### src/rtl/apb_pkg.sv
// Shared APB definitions for the APB request master.
//   apb_state_e : requester FSM states (IDLE, SETUP, ACCESS, RESP)
//   APB_DATA_W  : APB data bus width
//   APB_STRB_W  : APB byte-strobe width
//   APB_PROT_W  : APB protection attribute width
package apb_pkg;

  localparam int unsigned APB_DATA_W = 32;
  localparam int unsigned APB_STRB_W = APB_DATA_W / 8;
  localparam int unsigned APB_PROT_W = 3;

  typedef enum logic [1:0] {
    IDLE   = 2'd0,
    SETUP  = 2'd1,
    ACCESS = 2'd2,
    RESP   = 2'd3
  } apb_state_e;

endpackage

### src/rtl/apb_req_master.sv
// APB4 requester: turns a valid/ready request into one APB transfer and
// returns the result on a valid/ready response channel. An ACCESS phase that
// runs TIMEOUT_CYC cycles without p_ready is abandoned with an error.
//
// Ports:
//   clk, rst_n              clock (rising edge), async active-low reset
//   req_addr/write/wdata/strb/prot, req_vld -> req_rdy   request channel
//   rsp_rdata, rsp_err, rsp_vld <- rsp_rdy               response channel
//   p_addr, p_prot, p_sel, p_enable, p_write, p_wdata, p_strb   APB outputs
//   p_ready, p_rdata, p_slverr                           APB completer inputs
module apb_req_master
  import apb_pkg::*;
#(
  parameter int unsigned ADDR_W      = 16,
  parameter int unsigned TIMEOUT_CYC = 256
) (
  input  logic                  clk,
  input  logic                  rst_n,
  input  logic [ADDR_W-1:0]     req_addr,
  input  logic                  req_write,
  input  logic [APB_DATA_W-1:0] req_wdata,
  input  logic [APB_STRB_W-1:0] req_strb,
  input  logic [APB_PROT_W-1:0] req_prot,
  input  logic                  req_vld,
  output logic                  req_rdy,
  output logic [APB_DATA_W-1:0] rsp_rdata,
  output logic                  rsp_err,
  output logic                  rsp_vld,
  input  logic                  rsp_rdy,
  output logic [ADDR_W-1:0]     p_addr,
  output logic [APB_PROT_W-1:0] p_prot,
  output logic                  p_sel,
  output logic                  p_enable,
  output logic                  p_write,
  output logic [APB_DATA_W-1:0] p_wdata,
  output logic [APB_STRB_W-1:0] p_strb,
  input  logic                  p_ready,
  input  logic [APB_DATA_W-1:0] p_rdata,
  input  logic                  p_slverr
);

  // Counter is at least one bit wide so TIMEOUT_CYC = 0 still elaborates.
  localparam int unsigned CNT_W = (TIMEOUT_CYC > 0) ? $clog2(TIMEOUT_CYC + 1) : 1;
  localparam logic [CNT_W-1:0] CNT_MAX  = '1;
  localparam logic [CNT_W-1:0] CNT_LAST = (TIMEOUT_CYC > 0) ? CNT_W'(TIMEOUT_CYC - 1) : '1;

  apb_state_e       state;
  logic [CNT_W-1:0] wait_cnt;
  logic             timeout_hit;

  // The counter holds the number of waited ACCESS cycles so far; this cycle
  // is the TIMEOUT_CYC-th one when it equals TIMEOUT_CYC-1.
  assign timeout_hit = (TIMEOUT_CYC != 0) && (wait_cnt == CNT_LAST);

  // Gated by rst_n so the request side is closed while reset is held.
  assign req_rdy = (state == IDLE) && rst_n;

  always_ff @(posedge clk or negedge rst_n) begin
    if (!rst_n) begin
      state     <= IDLE;
      wait_cnt  <= '0;
      rsp_vld   <= 1'b0;
      rsp_err   <= 1'b0;
      rsp_rdata <= '0;
      p_sel     <= 1'b0;
      p_enable  <= 1'b0;
      p_write   <= 1'b0;
      p_addr    <= '0;
      p_wdata   <= '0;
      p_strb    <= '0;
      p_prot    <= '0;
    end else begin
      unique case (state)
        IDLE: begin
          if (req_vld) begin
            state    <= SETUP;
            p_sel    <= 1'b1;
            p_addr   <= req_addr;
            p_write  <= req_write;
            p_wdata  <= req_wdata;
            p_prot   <= req_prot;
            p_strb   <= req_write ? req_strb : '0;
            wait_cnt <= '0;
          end
        end

        SETUP: begin
          state    <= ACCESS;
          p_enable <= 1'b1;
        end

        ACCESS: begin
          if (!p_ready && (wait_cnt != CNT_MAX)) begin
            wait_cnt <= wait_cnt + 1'b1;
          end
          // Completion takes priority over a timeout in the same cycle.
          if (p_ready) begin
            state     <= RESP;
            p_sel     <= 1'b0;
            p_enable  <= 1'b0;
            rsp_vld   <= 1'b1;
            rsp_rdata <= p_write ? '0 : p_rdata;
            rsp_err   <= p_slverr;
          end else if (timeout_hit) begin
            state     <= RESP;
            p_sel     <= 1'b0;
            p_enable  <= 1'b0;
            rsp_vld   <= 1'b1;
            rsp_rdata <= '0;
            rsp_err   <= 1'b1;
          end
        end

        RESP: begin
          if (rsp_rdy) begin
            state   <= IDLE;
            rsp_vld <= 1'b0;
          end
        end

        default: state <= IDLE;
      endcase
    end
  end

endmodule

### config.mk
export PLATFORM = sky130hd
export DESIGN_NAME = apb_req_master
export DESIGN_NICKNAME = d
export VERILOG_FILES = /design/src/rtl/apb_pkg.sv /design/src/rtl/apb_req_master.sv
export SDC_FILE = /design/constraint.sdc
export NUM_CORES = 1
export LEC_CHECK = 0
export CORE_ASPECT_RATIO = 1.4
export CORE_MARGIN = 1.5
export CORE_UTILIZATION = 45
export DETAILED_ROUTE_END_ITERATION = 6
export GPL_ROUTABILITY_DRIVEN = 0
export GPL_TIMING_DRIVEN = 0
export PLACE_DENSITY = 0.85
export SLEW_MARGIN = 20
export SYNTH_ARGS = -nofsm -noshare
export SYNTH_HDL_FRONTEND = slang
export SYNTH_SLANG_ARGS = --single-unit
### constraint.sdc
create_clock -name clk -period 3.4 [get_ports clk]
set_clock_uncertainty 0.15 [all_clocks]
set_input_delay 0.68 -clock clk [delete_from_list [all_inputs] [get_ports clk]]
set_output_delay 0.68 -clock clk [all_outputs]
set_load 0.01 [all_outputs]
==> flow_metrics.py <==
metrics = {
    "grt": {
        "use_met2_pct": 42.76,
        "grt_pass1_vias": 3708,
        "grt_max_degree": 68,
        "grt_pass1_wl_mm": 18.98,
        "track_usage_pct": 24.50,
        "gr-usage-met3_pct": 7.223,
        "use_met1_pct": 27.87,
        "grt_overflow": 0,
        "busiest_layer": "met2",
        "antenna_found_initial": 0,
    },
    "sta": {
        "max_freq_ghz": 0.3715,
        "max-slew-margin-rel_pct": 72.75,
        "slew_violations": 0,
        "post-route-min-period_ns": 2.692,
        "post-route-period-util_pct": 79.17,
        "worst_pin_slew_ns": 0.4064,
        "setup_viol": 0,
        "finalHoldViolCount": 0,
        "rsz0062_at_grt": "no",
    },
    "critical_path": {
        "worstSetupPathType": "flop to primary output",
        "reg2reg_setup_slack_ns": 1.07,
        "worstPathMaxFanout": 6,
        "crit_path_end_kind": "primary output",
        "crit_arrival_ns": 1.86,
        "worstSetupStartpointType": "flop",
        "worstPathRequired_ns": 2.57,
    },
    "detailed_routing": {
        "antenna_left": 0,
        "wl_mm": 11.60,
        "via_per_inst": 5.159,
        "via_count": 3446,
        "route.detailed.drc": 17,
        "wl_per_cell_um": 17.37,
        "firstDrtPassIters": 6,
        "dr.first_iter.drc_count": 118,
    },
    "finish": {
        "nNetsFinal": 660,
        "n_antenna_cell": 0,
        "area_growth_pct": 53.96,
        "n_fill_cell": 648,
        "final_util_pct": 71.79,
        "drive_gt1_share_pct": 15.33,
    },
    "power": {
        "cellPowerDensity_nw_per_um2": 843.6,
        "p_leak_nw": 2.782,
        "vdd_drop_max_uv": 433.8,
        "p_total_mw": 5.499,
    },
    "clock_tree": {
        "clock_latency_ns": 0.34,
        "clkTransAtPathRegs_ns": 0.07,
        "clock_sinks": 103,
        "ctsHtreeMaxLevel": 3,
        "cts_buffer_depth": 2,
        "numCtsBuffers": 9,
        "root_buffer": "clkbuf_16",
        "cts_setup_buffers": 0,
        "cts_resized": 0,
        "tritoncts": "done",
        "cts_hold_buf": 0,
    },
    "logic_synthesis": {
        "synth_ff_type": "dfrtp_1",
        "yosysUniqueCellTypes": 29,
        "ys_ff_latch": 103,
        "synth_cells": 361,
        "yosysMostFrequentCell": "dfrtp_1",
        "syn-num-nets": 462,
        "ys_async_sr_fraction_pct": 100.0,
        "yosys_warnings": 0,
        "netlist_area_um2": 4234,
        "synth_area_leaders": "dfrtp_1 (61%), mux2_2 (14%), nand2_1 (7.2%)",
        "synth_area_per_cell_um2": 11.73,
        "yosysTopAreaCell": "dfrtp_1",
        "yosysTopAreaCellShare_pct": 60.87,
        "synth_commonest_cells": "dfrtp_1 (103), nand2_1 (81), mux2_2 (52)",
        "ys_seq_area_share_pct": 60.87,
        "synth_edf_count": 0,
    },
    "floorplanning": {
        "die_w_um": 84.98,
        "die_h_um": 117.8,
        "ioPinCount": 187,
        "core_area_um2": 9080,
        "start_util_pct": 46.63,
        "fp.dieArea_um2": 10010,
        "row_count": 41,
    },
    "flow_run": {
        "drv_cap": 0,
    },
    "outcome": {
        "violations": "design-rule violations",
        "status": "complete, but fails checks",
    },
    "placed_design": {
        "port_buffers": 186,
        "hpwl_mm": 8.723,
    },
    "min_path": {
        "hold_path_class": "input port to asynchronous set/reset pin",
    },
}
-- area by class of cell --
class	instances	area (um2)	area share, %
clock buffers	10	239.0	3.666
plain buffers	21	101.3	1.555
flip-flops and latches	103	2577	39.54
repair buffers	187	1891	29.00
clock inverters	3	21.27	0.3263
multi-input cells	229	1525	23.40
well taps	107	133.9	2.054
inverters	8	30.03	0.4607
-- placed cells by master, fill, tap and decap left out, types with 7 or more instances in the layout --
cell type,n
dfrtp_1,103
o21ai_0,44
buf_2,15
clkdlybuf4s50_1,185
mux2i_1,8
ha_1,7
clkbuf_16,9
mux2_2,52
inv_1,8
nand2_1,81
-- worst max-delay path, stage by stage (launching register included) --
cell	delay, ns
dfrtp_1	0.38
inv_1	0.13
ha_1	0.31
and2_1	0.17
clkdlybuf4s50_1	0.53
-- through the flow --
stage                     setup WS [ns]  hold slack, ns  TNS [ns]  cells  cell area (um2)
after floorplan                   1.452          0.2344         0    361             4234
after global placement           -2.817          0.3144   -232.67    654             6230
after detailed placement         0.8394          0.3200         0    655             6259
after CTS                        0.6927         0.09295         0    668             6519
after global routing             0.6237          0.1079         0    668             6519
final                            0.7083         0.08901         0    668             6519
-- flip-flops by register name (all words and copies together), names as in the netlist --
name,flops
p_enable,1
state,2
p_sel,1
rsp_vld,1
rsp_err,1
rsp_rdata,32
p_wdata,32
p_write,1
wait_cnt,9
p_prot,3
p_addr,16
p_strb,4
-- power breakdown --
part,internal (mW),switching [mW],total [mW]
registers,1.76,0.297,2.05
clock network,0.505,0.424,0.929
logic,1.44,1.08,2.52
total,3.70,1.80,5.50
-- final timing paths --
check,startpoint,end,cells past startpoint
max in group asynchronous,rst_n,p_wdata[3]$_DFFE_PN0P_,2
min in group clk,p_strb[3]$_DFFE_PN0P_,p_strb[3]$_DFFE_PN0P_,2
hold reg to reg,p_strb[3]$_DFFE_PN0P_,p_strb[3]$_DFFE_PN0P_,2
hold / removal,rst_n,rsp_rdata[12]$_DFFE_PN0P_,1
setup / recovery,state[0]$_DFFE_PN0P_,req_rdy,4
setup reg to reg,wait_cnt[0]$_DFFE_PN0P_,rsp_rdata[5]$_DFFE_PN0P_,9
-- per-layer routing --
| metal | routed length [um] | part of all wire (%) |
|---|---|---|
| met3 | 792 | 6.8 |
| met2 | 6098 | 53 |
| met4 | 412 | 3.6 |
| met1 | 4297 | 37 |
| met5 | 0 | 0 |
-- logic make-up (layout without fill, tap and decap cells) --
family | Yosys count | count (layout) | synth area share [%]
AOI/OAI and AO/OA | 56 | 56 | 7.152
and+or+nand+nor | 106 | 106 | 11.08
muxes | 60 | 60 | 15.72
buffers and inverters | 29 | 229 | 3.103
DFF | 103 | 103 | 60.87
adders and majority gates | 7 | 7 | 2.068
(Power assumes the default switching activity.)
